**src/rtl/sc_speed_level_counter_if.sv**
```systemverilog
`default_nettype none
// ============================================================================
//  Module      : sc_speed_level_counter_if
//  Description : Control/status bundle for the speed level counter.
//                slave  - the counter: takes the active-low step/clear/load
//                         requests, the load value and the tick enable;
//                         returns the level, the speed tick and the
//                         bound flags.
//                master - the controller driving the counter.
//  Revision    : 1.0 - initial release
// ============================================================================
interface sc_speed_level_counter_if #(
    parameter int DATAWIDTH = 8
);
    logic                 upcount_InLow;
    logic                 downcount_InLow;
    logic                 clear_InLow;
    logic                 load_InLow;
    logic [DATAWIDTH-1:0] load_data_InBUS;
    logic                 tick_enable_InHigh;
    logic [DATAWIDTH-1:0] level_OutBUS;
    logic                 tick_Out;
    logic                 atmax_Out;
    logic                 atmin_Out;

    modport master (
        output upcount_InLow,
        output downcount_InLow,
        output clear_InLow,
        output load_InLow,
        output load_data_InBUS,
        output tick_enable_InHigh,
        input  level_OutBUS,
        input  tick_Out,
        input  atmax_Out,
        input  atmin_Out
    );

    modport slave (
        input  upcount_InLow,
        input  downcount_InLow,
        input  clear_InLow,
        input  load_InLow,
        input  load_data_InBUS,
        input  tick_enable_InHigh,
        output level_OutBUS,
        output tick_Out,
        output atmax_Out,
        output atmin_Out
    );
endinterface
`default_nettype wire

```
**src/rtl/sc_speed_level_counter.sv**
```systemverilog
`default_nettype none
// ============================================================================
//  Module      : sc_speed_level_counter
//  Description : Speed level counter with a level-dependent tick generator.
//                The level (0..MAXLEVEL) steps once per falling edge of the
//                active-low up/down requests, can be cleared or loaded, and
//                saturates or wraps at the bounds. A phase counter emits a
//                one-cycle tick every max(BASE_PERIOD - level*STEP,
//                MIN_PERIOD) cycles while enabled.
//  Ports       : SC_upSPEEDCOUNTER_CLOCK_50     - clock, rising edge
//                SC_upSPEEDCOUNTER_RESET_InHigh - asynchronous reset, high
//                bus (slave modport)            - requests in, level/tick/
//                                                 bound flags out
//  Revision    : 1.0 - initial release
// ============================================================================
module sc_speed_level_counter #(
    parameter int DATAWIDTH   = 8,
    parameter int MAXLEVEL    = 15,
    parameter int SATURATE    = 1,
    parameter int PERIODWIDTH = 24,
    parameter int BASE_PERIOD = 5000000,
    parameter int STEP        = 250000,
    parameter int MIN_PERIOD  = 500000
) (
    input  wire logic                SC_upSPEEDCOUNTER_CLOCK_50,
    input  wire logic                SC_upSPEEDCOUNTER_RESET_InHigh,
    sc_speed_level_counter_if.slave  bus
);

    // level*STEP is held in a product wide enough for any level and step
    localparam int c_PRODW = DATAWIDTH + PERIODWIDTH;
    localparam int c_HEADROOM_INT = (BASE_PERIOD > MIN_PERIOD) ? (BASE_PERIOD - MIN_PERIOD) : 0;

    localparam logic [DATAWIDTH-1:0]   c_MAX      = DATAWIDTH'(MAXLEVEL);
    localparam logic [c_PRODW-1:0]     c_STEP     = c_PRODW'(STEP);
    localparam logic [c_PRODW-1:0]     c_BASE     = c_PRODW'(BASE_PERIOD);
    localparam logic [c_PRODW-1:0]     c_MIN      = c_PRODW'(MIN_PERIOD);
    localparam logic [c_PRODW-1:0]     c_HEADROOM = c_PRODW'(c_HEADROOM_INT);

    logic [DATAWIDTH-1:0]   r_level;
    logic [PERIODWIDTH-1:0] r_phase;
    logic                   r_tick;
    logic                   r_upPrev;
    logic                   r_downPrev;
    logic                   r_armed;

    logic                   w_upEdge;
    logic                   w_downEdge;
    logic                   w_restart;
    logic [DATAWIDTH-1:0]   w_levelNext;
    logic [c_PRODW-1:0]     w_product;
    logic [c_PRODW-1:0]     w_periodWide;
    logic [PERIODWIDTH-1:0] w_period;
    logic [PERIODWIDTH-1:0] w_periodM1;

    // r_armed stays low for the first edge after reset so that a request
    // already held low at release is absorbed into the registered copy
    // instead of being seen as a fresh transition.
    assign w_upEdge   = r_armed & r_upPrev   & ~bus.upcount_InLow;
    assign w_downEdge = r_armed & r_downPrev & ~bus.downcount_InLow;
    assign w_restart  = ~bus.clear_InLow | ~bus.load_InLow;

    // Comparing the product against the headroom (BASE - MIN) selects the
    // floor before any subtraction, so the period never underflows.
    assign w_product    = {{PERIODWIDTH{1'b0}}, r_level} * c_STEP;
    assign w_periodWide = (w_product >= c_HEADROOM) ? c_MIN : (c_BASE - w_product);
    assign w_period     = w_periodWide[PERIODWIDTH-1:0];
    assign w_periodM1   = w_period - PERIODWIDTH'(1);

    always_comb begin
        w_levelNext = r_level;
        if (!bus.clear_InLow) begin
            w_levelNext = '0;
        end else if (!bus.load_InLow) begin
            w_levelNext = (bus.load_data_InBUS > c_MAX) ? c_MAX : bus.load_data_InBUS;
        end else if (w_upEdge && !w_downEdge) begin
            if (r_level >= c_MAX)
                w_levelNext = (SATURATE != 0) ? c_MAX : '0;
            else
                w_levelNext = r_level + DATAWIDTH'(1);
        end else if (w_downEdge && !w_upEdge) begin
            if (r_level == '0)
                w_levelNext = (SATURATE != 0) ? '0 : c_MAX;
            else
                w_levelNext = r_level - DATAWIDTH'(1);
        end
    end

    always_ff @(posedge SC_upSPEEDCOUNTER_CLOCK_50 or posedge SC_upSPEEDCOUNTER_RESET_InHigh) begin
        if (SC_upSPEEDCOUNTER_RESET_InHigh) begin
            r_level    <= '0;
            r_phase    <= '0;
            r_tick     <= 1'b0;
            r_upPrev   <= 1'b1;
            r_downPrev <= 1'b1;
            r_armed    <= 1'b0;
        end else begin
            r_upPrev   <= bus.upcount_InLow;
            r_downPrev <= bus.downcount_InLow;
            r_armed    <= 1'b1;
            r_level    <= w_levelNext;
            r_tick     <= 1'b0;
            if (w_restart) begin
                r_phase <= '0;
            end else if (bus.tick_enable_InHigh) begin
                // ">=" rather than "==": a level change that shortens the
                // period below the current phase ticks at once instead of
                // wrapping the counter.
                if (r_phase >= w_periodM1) begin
                    r_phase <= '0;
                    r_tick  <= 1'b1;
                end else begin
                    r_phase <= r_phase + PERIODWIDTH'(1);
                end
            end
        end
    end

    assign bus.level_OutBUS = r_level;
    assign bus.tick_Out     = r_tick;
    assign bus.atmax_Out    = (r_level == c_MAX);
    assign bus.atmin_Out    = (r_level == '0);

endmodule
`default_nettype wire

```
**src/flat_wrapper.sv**
```systemverilog
// flat-port wrapper written by rule: the top's interface ports become plain ports
module sc_speed_level_counter_flat 
#(
    parameter int DATAWIDTH   = 8,
    parameter int MAXLEVEL    = 15,
    parameter int SATURATE    = 1,
    parameter int PERIODWIDTH = 24,
    parameter int BASE_PERIOD = 5000000,
    parameter int STEP        = 250000,
    parameter int MIN_PERIOD  = 500000
)
  (SC_upSPEEDCOUNTER_CLOCK_50, SC_upSPEEDCOUNTER_RESET_InHigh, bus_upcount_InLow, bus_downcount_InLow, bus_clear_InLow, bus_load_InLow, bus_load_data_InBUS, bus_tick_enable_InHigh, bus_level_OutBUS, bus_tick_Out, bus_atmax_Out, bus_atmin_Out);
  sc_speed_level_counter_if #(.DATAWIDTH(DATAWIDTH)) bus_i ();
  input  wire logic SC_upSPEEDCOUNTER_CLOCK_50;
  input  wire logic SC_upSPEEDCOUNTER_RESET_InHigh;
  input wire logic [$bits(bus_i.upcount_InLow)-1:0] bus_upcount_InLow;
  input wire logic [$bits(bus_i.downcount_InLow)-1:0] bus_downcount_InLow;
  input wire logic [$bits(bus_i.clear_InLow)-1:0] bus_clear_InLow;
  input wire logic [$bits(bus_i.load_InLow)-1:0] bus_load_InLow;
  input wire logic [$bits(bus_i.load_data_InBUS)-1:0] bus_load_data_InBUS;
  input wire logic [$bits(bus_i.tick_enable_InHigh)-1:0] bus_tick_enable_InHigh;
  output wire logic [$bits(bus_i.level_OutBUS)-1:0] bus_level_OutBUS;
  output wire logic [$bits(bus_i.tick_Out)-1:0] bus_tick_Out;
  output wire logic [$bits(bus_i.atmax_Out)-1:0] bus_atmax_Out;
  output wire logic [$bits(bus_i.atmin_Out)-1:0] bus_atmin_Out;
  assign bus_i.upcount_InLow = bus_upcount_InLow;
  assign bus_i.downcount_InLow = bus_downcount_InLow;
  assign bus_i.clear_InLow = bus_clear_InLow;
  assign bus_i.load_InLow = bus_load_InLow;
  assign bus_i.load_data_InBUS = bus_load_data_InBUS;
  assign bus_i.tick_enable_InHigh = bus_tick_enable_InHigh;
  assign bus_level_OutBUS = bus_i.level_OutBUS;
  assign bus_tick_Out = bus_i.tick_Out;
  assign bus_atmax_Out = bus_i.atmax_Out;
  assign bus_atmin_Out = bus_i.atmin_Out;
  sc_speed_level_counter #(.DATAWIDTH(DATAWIDTH), .MAXLEVEL(MAXLEVEL), .SATURATE(SATURATE), .PERIODWIDTH(PERIODWIDTH), .BASE_PERIOD(BASE_PERIOD), .STEP(STEP), .MIN_PERIOD(MIN_PERIOD)) u_core (.SC_upSPEEDCOUNTER_CLOCK_50(SC_upSPEEDCOUNTER_CLOCK_50), .SC_upSPEEDCOUNTER_RESET_InHigh(SC_upSPEEDCOUNTER_RESET_InHigh), .bus(bus_i));
endmodule
```
**config.mk**
```make
export PLATFORM = sky130hd
export DESIGN_NAME = sc_speed_level_counter_flat
export DESIGN_NICKNAME = d
export VERILOG_FILES = /design/src/rtl/sc_speed_level_counter_if.sv /design/src/rtl/sc_speed_level_counter.sv /design/src/flat_wrapper.sv
export SDC_FILE = /design/constraint.sdc
export NUM_CORES = 1
export LEC_CHECK = 0
export CAP_MARGIN = 30
export CORE_ASPECT_RATIO = 0.9
export CORE_UTILIZATION = 40
export CTS_CLUSTER_DIAMETER = 50
export DETAILED_ROUTE_END_ITERATION = 16
export DONT_BUFFER_PORTS = 1
export PLACE_DENSITY = 0.65
export SLEW_MARGIN = 20
export SYNTH_ARGS = -nofsm -noshare
export SYNTH_HDL_FRONTEND = slang
export SYNTH_SLANG_ARGS = --single-unit
```
**constraint.sdc**
```tcl
create_clock -name SC_upSPEEDCOUNTER_CLOCK_50 -period 22 [get_ports SC_upSPEEDCOUNTER_CLOCK_50]
set_input_delay 2.2 -clock SC_upSPEEDCOUNTER_CLOCK_50 [delete_from_list [all_inputs] [get_ports SC_upSPEEDCOUNTER_CLOCK_50]]
set_output_delay 2.2 -clock SC_upSPEEDCOUNTER_CLOCK_50 [all_outputs]
set_load 0.02 [all_outputs]
```
Word level (Yosys, flattened, before mapping)

Cells that the tools add are included.

Register bits: 36
Bits of input ports: 15
Output and inout port bits: 11
Logic and storage cells: 47

Add/sub/neg operators: 5
$mul: 1
$lt $le $gt $ge: 4
Eq/ne operators: 2
Muxes and demuxes: 14
Bitwise operators: 9
Reductions and logical operators: 6

Operator list:

| cell                                                                     | number |
|---|---|
| 24-bit 2-to-1 mux                                                        | 4 |
| 8-bit 2-to-1 mux                                                         | 7 |
| 26-bit by 23-bit >= comparator with 1-bit output (second input constant) | 1 |
| 24-bit by 1-bit adder with 24-bit output (second input constant)         | 1 |
| 24-bit >= comparator                                                     | 1 |
| 23-bit by 24-bit subtractor with 24-bit output (first input constant)    | 1 |
| 24-bit by 1-bit subtractor with 24-bit output (second input constant)    | 1 |
| 8-bit by 14-bit multiplier with 22-bit output (second input constant)    | 1 |
| 8-bit by 1-bit adder with 8-bit output (second input constant)           | 1 |
| 8-bit by 4-bit == test with 1-bit output (second input constant)         | 1 |
| 8-bit by 4-bit >= comparator with 1-bit output (second input constant)   | 1 |
| 8-bit by 4-bit > comparator with 1-bit output (second input constant)    | 1 |
| 8-bit zero test                                                          | 1 |
| 8-bit by 1-bit subtractor with 8-bit output (second input constant)      | 1 |
| 1-bit bitwise AND                                                        | 4 |
| 4-bit by 2-bit != test with 1-bit output (second input constant)         | 1 |
| 1-bit inverter                                                           | 4 |
| 1-bit 2-to-1 mux                                                         | 3 |
| 1-bit logical AND                                                        | 2 |
| 1-bit zero test                                                          | 2 |
| 2-bit nonzero test                                                       | 1 |
| 1-bit OR                                                                 | 1 |

Logic depth before layout (Yosys ltp)

Gate-level depths: netlist of the first run.

Depth in word-level cells: 8
Gate-level depth with buffers: 36
Mapped depth without buffers: 33

Least setup slack after synthesis of the first run

No wires, ideal clock.

Kind: register to register
From: reg u_core.r_level[3], in the netlist u_core.bus.level_OutBUS[3]
To: reg u_core.r_phase[6]
Setup time: 64 ps
Arrival: 7927 ps
Required time: 21936 ps
Slack: 14009 ps
Cell stages (with the launch flop): 35
Buffers on the path: 3
Period minus slack after synthesis: 7991 ps
Cells stage by stage: dfrtp_1 > fa_1 > ha_1 > inv_1 > fa_1 > fa_1 > inv_1 > ha_1 > a21o_1 > a211o_1 > o221a_2 > nand3b_1 > a21boi_0 > o2111ai_1 > a221o_1 > clkbuf_1 > nor2_1 > ha_1 > nand4_1 > a211o_1 > or3_1 > xnor2_1 > nor2_1 > ha_1 > a21o_1 > a21o_1 > a21o_1 > a21o_1 > a21oi_1 > o21ai_0 > or3_1 > clkbuf_1 > clkbuf_1 > nor4_1 > a21o_1

Cells in the longest elaborated chain, start to end: 8
Elaborated cells on any way between the ends: 9
Classes of those cells: add/sub (2); mul (1); order compare (2); mux (4)

RTL lines:

| element                                                                                                            | RTL line                      | source |
|---|---|---|
| start, declared                                                                                                    | sc_speed_level_counter.sv:40  | `logic [DATAWIDTH-1:0] r_level;` |
| start signal, assigned                                                                                             | sc_speed_level_counter.sv:101 | `r_level <= w_levelNext;` |
| 8-bit by 14-bit multiplier with 22-bit output (*)                                                                  | sc_speed_level_counter.sv:65  | `assign w_product = {{PERIODWIDTH{1'b0}}, r_level} * c_STEP;` |
| 23-bit by 24-bit subtractor with 24-bit output or 26-bit by 23-bit >= comparator with 1-bit output (tied branches) | sc_speed_level_counter.sv:66  | `assign w_periodWide = (w_product >= c_HEADROOM) ? c_MIN : (c_BASE - w_product);` |
| 24-bit 2-to-1 mux (*)                                                                                              | sc_speed_level_counter.sv:66  |  |
| 24-bit by 1-bit subtractor with 24-bit output (*)                                                                  | sc_speed_level_counter.sv:68  | `assign w_periodM1 = w_period - PERIODWIDTH'(1);` |
| 24-bit >= comparator (*)                                                                                           | sc_speed_level_counter.sv:109 | `if (r_phase >= w_periodM1) begin` |
| 24-bit 2-to-1 mux (*)                                                                                              | sc_speed_level_counter.sv:109 |  |
| 24-bit 2-to-1 mux (*)                                                                                              | sc_speed_level_counter.sv:105 | `end else if (bus.tick_enable_InHigh) begin` |
| 24-bit 2-to-1 mux (*)                                                                                              | sc_speed_level_counter.sv:103 | `if (w_restart) begin` |
| end signal, assigned                                                                                               | sc_speed_level_counter.sv:113 | `r_phase <= r_phase + PERIODWIDTH'(1);` |
| end, declared                                                                                                      | sc_speed_level_counter.sv:41  | `logic [PERIODWIDTH-1:0] r_phase;` |

Every way passes the cells marked *; elsewhere a longest branch is shown, timed or not. The select of a mux whose other input is x is not followed.
A chain may end at the register's enable or synchronous reset.

Worst setup path after layout of the first run

From: reg u_core.r_level[2], in the netlist u_core.bus.level_OutBUS[2]
To: reg u_core.r_phase[9]

Same word-level chain as after synthesis.

==> metrics.md, run 1 <==
| Metric | Value |
|---|---|
| Die height | `110.9 um` |
| Port Buffers | `0` |
| Post_cts resized | `0` |
| Initial DRC Count | `406` |
| Finished Layout Cells | `796` |
| Crit share post-route | `41.44%` |
| Residual DRC | `0` |
| Max-slew violations | `0` |
| Utilization after layout | `43.54%` |
| Number of setup buffers added after CTS | `0` |
| Nets | `748` |
| Ys Warns | `0` |
| Inserted Diodes | `0` |
| CTS clk-pin slew, worst paths | `0.06 ns` |
| Max Clock Freq | `0.1097 GHz` |
| Min Tclk post-route | `9.117 ns` |
| Critical Path RT | `22.23 ns` |
| Sink Count | `36` |
| Status | `completed` |
| Clk_skew | `0.008255 ns` |
| Leakage | `0.002801 uW` |
| Drt pass-1 iters | `5` |
| Synth cell types | `70` |
| Register bit total from synthesis | `36` |
| IO Pins | `26` |
| Dpl cells | `787` |
| Final Hold Vio Count | `0` |
| First-pass GRT wire length | `21.49 mm` |
| Syn Inst Count | `641` |
| Syn avg cell area | `8.229 sq um` |
| Initial Util | `41.26%` |
| Sum Neg Setup Slack | `0 ns` |
| Root Buffer | `clkbuf_16` |
| Slowest cell on crit path | `dfrtp_1` |
| Layout cells sized above 1 | `3.956%` |
| Ys flop type | `dfrtp_1` |
| Asr flop ratio synth | `100.0%` |
| Worst VDD drop | `42.76 uV` |
| Overall power | `481.1 uW` |
| Cell Pwr Density | `86.43 nW/um^2` |
| Pin count of the biggest net entering global routing | `37` |
| All-Layer GR Usage | `19.31%` |
| TritonCTS clock tree | `built` |
| CP most frequent cell | `a21o_1` |
| Cell area after synthesis | `5275 sq um` |
| RSZ-0062 raised after global routing | `false` |
| Hold crit path type | `reg -> reg` |
| Crit path max fanout | `27` |
| Number of global-route vias before repair | `4579` |
| Slew @ Worst Pin | `0.8114 ns` |
| Die W | `123.1 um` |
| Post-synth EDFFs | `0` |
| Worst setup SP type | `register` |
| Critical path class | `reg -> reg` |
| CTS H-tree depth | `2` |
| Max Root-Sink Buffers | `2` |
| Via count | `4627` |
| Arrival time at the worst endpoint | `9.34 ns` |
| Final Setup Violations | `0` |
| CTS buffer count | `5` |
| Most frequent cells in the layout | `85 x ha_1, 55 x inv_1, 49 x o21ai_0` |
| Sequential area share after synthesis | `17.13%` |
| Post-DP HPWL | `10.05 mm` |
| Worst skew pair latency | `0.28 ns` |
| Final ANT Viol Nets | `0` |
| Leading cell type in the layout, fill and taps excluded | `ha_1` |
| Die ar. | `13650 sq um` |
| Wirelength per Cell | `15.75 um` |
| Vias/cell | `5.813` |
| Max_cap viols | `0` |
| Detailed Route WL | `12.53 mm` |
| Grt ovf | `0` |
| Crit. End Element | `register` |
| Initial antenna violation count | `0` |
| Critical Path Max Stage Delay | `0.85 ns` |
| Area Growth Syn to Fin | `5.527%` |
| Core area | `12780 sq um` |
| Core Rows | `39` |
| Slew headroom | `45.71%` |
| # hold bufs at CTS | `0` |
| Setup Slack @ Placement | `12.73 ns` |
| Placer Congestion | `0.8460` |
| Fin worst setup slack | `12.88 ns` |
[logic make-up (layout without fill, tap and decap cells)]
group	count (synthesis)	in the layout	share of synthesized area [%]
other	1	2	0.07109
DFF	36	36	17.13
AOI/OAI and AO/OA	172	172	22.04
xor gates and xnor gates	44	44	7.306
buffers and inverters	76	66	5.621
muxes	1	1	0.2135
adders and majority gates	102	102	26.61
and+or+nand+nor	209	209	21.01
[cell usage after synthesis, types with 2 or more instances]
library cell	instances	area share [%]
buf_2	3	0.28
a41oi_1	2	0.33
and3_1	15	1.8
o22ai_1	4	0.47
dfrtp_1	34	16
o211ai_1	3	0.43
nand2b_1	16	1.9
dfstp_2	2	1.0
a221oi_1	2	0.33
o21ai_1	5	0.47
a21oi_1	24	2.3
nand2_1	43	3.1
a211o_1	4	0.66
a211oi_1	8	1.1
a21boi_0	3	0.43
a21o_1	32	4.6
a31oi_1	2	0.24
o2111ai_1	5	0.83
o311ai_0	2	0.33
fa_1	17	6.5
o221a_2	2	0.43
xnor2_1	30	5.0
nor3_1	11	1.0
nor4_1	9	1.1
o21ai_0	49	4.6
nor2b_1	5	0.59
xor2_1	14	2.3
and4b_1	2	0.38
nand3b_1	6	0.85
inv_1	55	3.9
clkbuf_1	16	1.1
nand4_1	9	1.1
ha_1	85	20
nand3_1	20	1.9
and2_1	5	0.59
or3_1	9	1.1
o21a_1	4	0.57
nor2_1	37	2.6
nor3b_1	13	1.9
or2_2	4	0.47
[per-layer routing]
metal	global-route usage (%)	routed length, um	vias to the layer above
met3	4.578	679	10
met4	4.016	97	0
met5	0	0	-
li1	-	-	2290
met2	31.65	5890	117
met1	25.61	5867	2210
[per-stage QoR]
stage	area, sq um	hold WS [ns]
after CTS	5555	0.5605
final	5567	0.5600
after detailed placement	5405	0.5515
after global routing	5567	0.5821
after global placement	5405	0.5390
after floorplan	5279	0.5068
[where the power goes]
part	internal [uW]	total [uW]	leakage, uW	switching, uW
Clock	45.2	74.8	0.0000701	29.6
Sequential	67.9	75.5	0.000488	7.60
Combinational	141	331	0.00224	190
[sequential cells by signal, indices dropped and copies added, names as in the netlist]
register                 cells
u_core.r_upPrev              1
u_core.r_armed               1
u_core.bus.tick_Out          1
u_core.bus.level_OutBUS      8
u_core.r_downPrev            1
u_core.r_phase              24
[worst max-delay path: cells and delay by family, from the launching register on]
kind	cells	cell delay, ns
and+or+nand+nor	8	1.90
DFF	1	0.85
xor gates and xnor gates	1	0.11
buffers and inverters	3	0.32
AOI/OAI and AO/OA	13	3.02
adders and majority gates	7	2.82
[area by class of cell]
cell class | count | area, sq um
clock buffer | 7 | 142.6
clock inverter | 1 | 7.507
fill | 1301 | 7218
inverter | 56 | 210.2
multi-input combinational | 530 | 4079
sequential | 36 | 903.4
tap | 164 | 205.2
timing repair buffer | 2 | 18.77
[worst paths after layout]
path / startpoint / to / slack (ns) / depth (start not counted)
min: u_core.r_phase[19] / u_core.r_phase[19] / 0.56 / 1
min reg2reg: u_core.r_phase[19] / u_core.r_phase[19] / 0.56 / 1
max in group asynchronous: SC_upSPEEDCOUNTER_RESET_InHigh / u_core.r_upPrev / 19.73 / 2
min in group asynchronous: SC_upSPEEDCOUNTER_RESET_InHigh / u_core.bus.level_OutBUS[0] / 1.92 / 2
max reg2reg: u_core.bus.level_OutBUS[2] / u_core.r_phase[9] / 12.88 / 32
max: u_core.bus.level_OutBUS[2] / u_core.r_phase[9] / 12.88 / 32
Power figures use the tool's default switching activity.
==> inputs of run 2 (changes only) <==
Clock period 22 ns to 8.7 ns, I/O delays scaled along.
==> run 2 against run 1 <==
Count of clock-buffer cells in the layout down 1. Non-clock buffer count up 8. Sequential share of layout area down 0.17 points. Core utilization up 0.46 points. Power rose to 2.5 times the previous value. Global-route usage about the same. Routed wire length up 0.45%. Clock power rose to 2.6 times the previous value. Sequential power up 130%. Clock skew down 0.0016 ns. Cell count up 1.0%. Critical path type unchanged. Critical endpoint is now u_core.r_phase[7]. Largest power group unchanged.
==> metrics.md, run 2 (synthesized netlist as in run 1, its figures left out) <==
| Metric | Value |
|---|---|
| Status | `completed` |
| CTS clk-pin slew, worst paths | `0.06 ns (about the same)` |
| Clk pwr share | `15.7% (about the same)` |
| Register area | `903.4 sq um (unchanged)` |
| WHS Path Cells | `1 (unchanged)` |
| Multi-input gate area | `4079 sq um (unchanged)` |
| Wirelength per Cell | `15.66 um (-0.55%)` |
| Design area | `5625 sq um (+1.1%)` |
| Leakage | `0.002848 uW (+1.7%)` |
| Post_cts resized | `0 (unchanged)` |
| R2R setup slack | `0.56 ns (-12.32 ns)` |
| Root Buffer | `clkbuf_16` |
| Area Growth Syn to Fin | `6.641%` |
| TritonCTS clock tree | `built` |
| Sink Count | `36 (unchanged)` |
| Worst VDD drop | `100.9 uV (+140%)` |
| Nets | `756 (+1.1%)` |
| Via count | `4630 (+0.065%)` |
| Detailed Route WL | `12.59 mm (+0.45%)` |
| Final Setup Violations | `0 (unchanged)` |
| Worst setup SP type | `register` |
| Port Buffers | `0 (unchanged)` |
| Grt ovf | `0 (unchanged)` |
| Top reg by flops | `u_core.r_phase` |
| Min Tclk post-route | `8.136 ns (-0.9805 ns)` |
| # hold bufs at CTS | `0 (unchanged)` |
| Pin count of the biggest net entering global routing | `37 (unchanged)` |
| Die height | `110.9 um (unchanged)` |
| Die W | `123.1 um (unchanged)` |
| Initial Util | `41.26% (unchanged)` |
| CTS buffer count | `5 (unchanged)` |
| Initial antenna violation count | `0 (unchanged)` |
| Arrival time at the worst endpoint | `8.35 ns (-0.99 ns)` |
| Number of flip-flops in the largest register | `24 (unchanged)` |
| Sum Neg Setup Slack | `0 ns (unchanged)` |
| Clk_skew | `0.006663 ns (-0.001592 ns)` |
| Number of setup buffers added after CTS | `0 (unchanged)` |
| CTS H-tree depth | `2 (unchanged)` |
| Pint | `647.2 uW (+160%)` |
| Sw power | `572.4 uW (+150%)` |
| First-pass GRT wire length | `21.38 mm (-0.51%)` |
| Die ar. | `13650 sq um (unchanged)` |
| Final ANT Viol Nets | `0 (unchanged)` |
| CP most frequent cell | `a21o_1` |
| Core area | `12780 sq um (unchanged)` |
| Slowest cell on crit path | `fa_1` |
| Vias/cell | `5.759 (-0.93%)` |
| Leading cell type in the layout, fill and taps excluded | `ha_1` |
| Slew @ Worst Pin | `0.7534 ns (-0.05804 ns)` |
| Max-slew violations | `0 (unchanged)` |
| Final Hold Vio Count | `0 (unchanged)` |
| Critical Path RT | `8.91 ns (-13.32 ns)` |
| Layout fillers | `1253 (-3.7%)` |
| Logic pwr share | `69.9% (+1.1 points)` |
| Max Root-Sink Buffers | `2 (unchanged)` |
| Critical path class | `reg -> reg` |
| Critical Path Max Stage Delay | `0.54 ns (-0.31 ns)` |
| Max_cap viols | `0 (unchanged)` |
| Most frequent cells in the layout | `85 x ha_1, 55 x inv_1, 49 x o21ai_0` |
| Drt pass-1 iters | `5 (unchanged)` |
| Cell Pwr Density | `216.8 nW/um^2 (+150%)` |
| Worst skew pair latency | `0.29 ns (about the same)` |
| Crit share post-route | `93.52% (+52 points)` |
| Cells on worst reg2reg path | `32 (unchanged)` |
| Number of global-route vias before repair | `4497 (-1.8%)` |
| Flop pwr share | `14.4% (-1.3 points)` |
| Residual DRC | `0 (unchanged)` |
| Post-DP HPWL | `10.27 mm (+2.2%)` |
| Layout cells sized above 1 | `5.313% (+1.4 points)` |
| Crit. End Element | `register` |
| Inserted Diodes | `0 (unchanged)` |
| Placer Congestion | `0.8418 (-0.50%)` |
| Core Rows | `39 (unchanged)` |
| Hold crit path type | `reg -> reg` |
| RSZ-0062 raised after global routing | `false` |
| Post-DP Area | `5473 sq um (+1.3%)` |
| All-Layer GR Usage | `19.30% (about the same)` |
| Slew headroom | `49.59% (+3.9 points)` |
| Initial DRC Count | `451 (+11%)` |
| Switching Fraction | `46.93% (-0.36 points)` |
| IO Pins | `26 (unchanged)` |
| Crit path max fanout | `35 (+30%)` |
| Max Clock Freq | `0.1229 GHz (+12%)` |
## run 2: power by group through the flow
stage | clock network, uW | registers [uW] | logic [uW]
after CTS | 194 | 176 | 854
after detailed placement | 0 | 179 | 848
final | 192 | 176 | 852
after floorplan | 0 | 185 | 685
after global placement | 0 | 178 | 832
after global routing | 201 | 176 | 973
## run 2: cell type report
class | instances | area share [%]
Timing Repair Buffer | 10 | 1.335
Tap cell | 164 | 3.648
Clock inverter | 2 | 0.2447
Inverter | 56 | 3.737
Multi-Input combinational cell | 530 | 72.51
Sequential cell | 36 | 16.06
Clock buffer | 6 | 2.469
## run 2: layer usage
metal	GRT usage (%)	routed length, um	vias up
met5	0	0	-
met4	4.016	178	0
met3	3.601	719	19
met2	31.69	5843	134
met1	26.19	5849	2178
li1	-	-	2299
## run 2: through the flow
step | cells | utilization [%] | setup WS, ns | hold WS (ns) | power, uW
detailed placement | 796 | 42.81 | 0.5805 | 0.5480 | 1027
global route | 804 | 44.00 | 0.04409 | 0.5669 | 1350
CTS | 804 | 44.00 | 0.5595 | 0.5629 | 1224
floorplan | 642 | - | 0.7093 | 0.5068 | 870.2
global placement | 796 | 42.81 | 0.7670 | 0.5392 | 1010
finish | 804 | 44.00 | 0.5640 | 0.5653 | 1220
## run 2: path summary, 6_finish.rpt
kind,startpoint,to
min in group asynchronous,SC_upSPEEDCOUNTER_RESET_InHigh,u_core.r_armed
setup reg to reg,u_core.bus.level_OutBUS[2],u_core.r_phase[7]
setup / recovery,u_core.bus.level_OutBUS[2],u_core.r_phase[7]
max in group asynchronous,SC_upSPEEDCOUNTER_RESET_InHigh,u_core.r_downPrev
hold / removal,u_core.r_phase[15],u_core.r_phase[15]
hold reg to reg,u_core.r_phase[15],u_core.r_phase[15]
## run 2: critical path: cells and delay by family (launching register included)
kind	cells	cell delay (ns)
AOI/OAI and AO/OA	14	2.92
xor gates and xnor gates	1	0.17
adders and majority gates	7	2.65
buffers and inverters	3	0.33
DFF	1	0.40
and+or+nand+nor	7	1.57
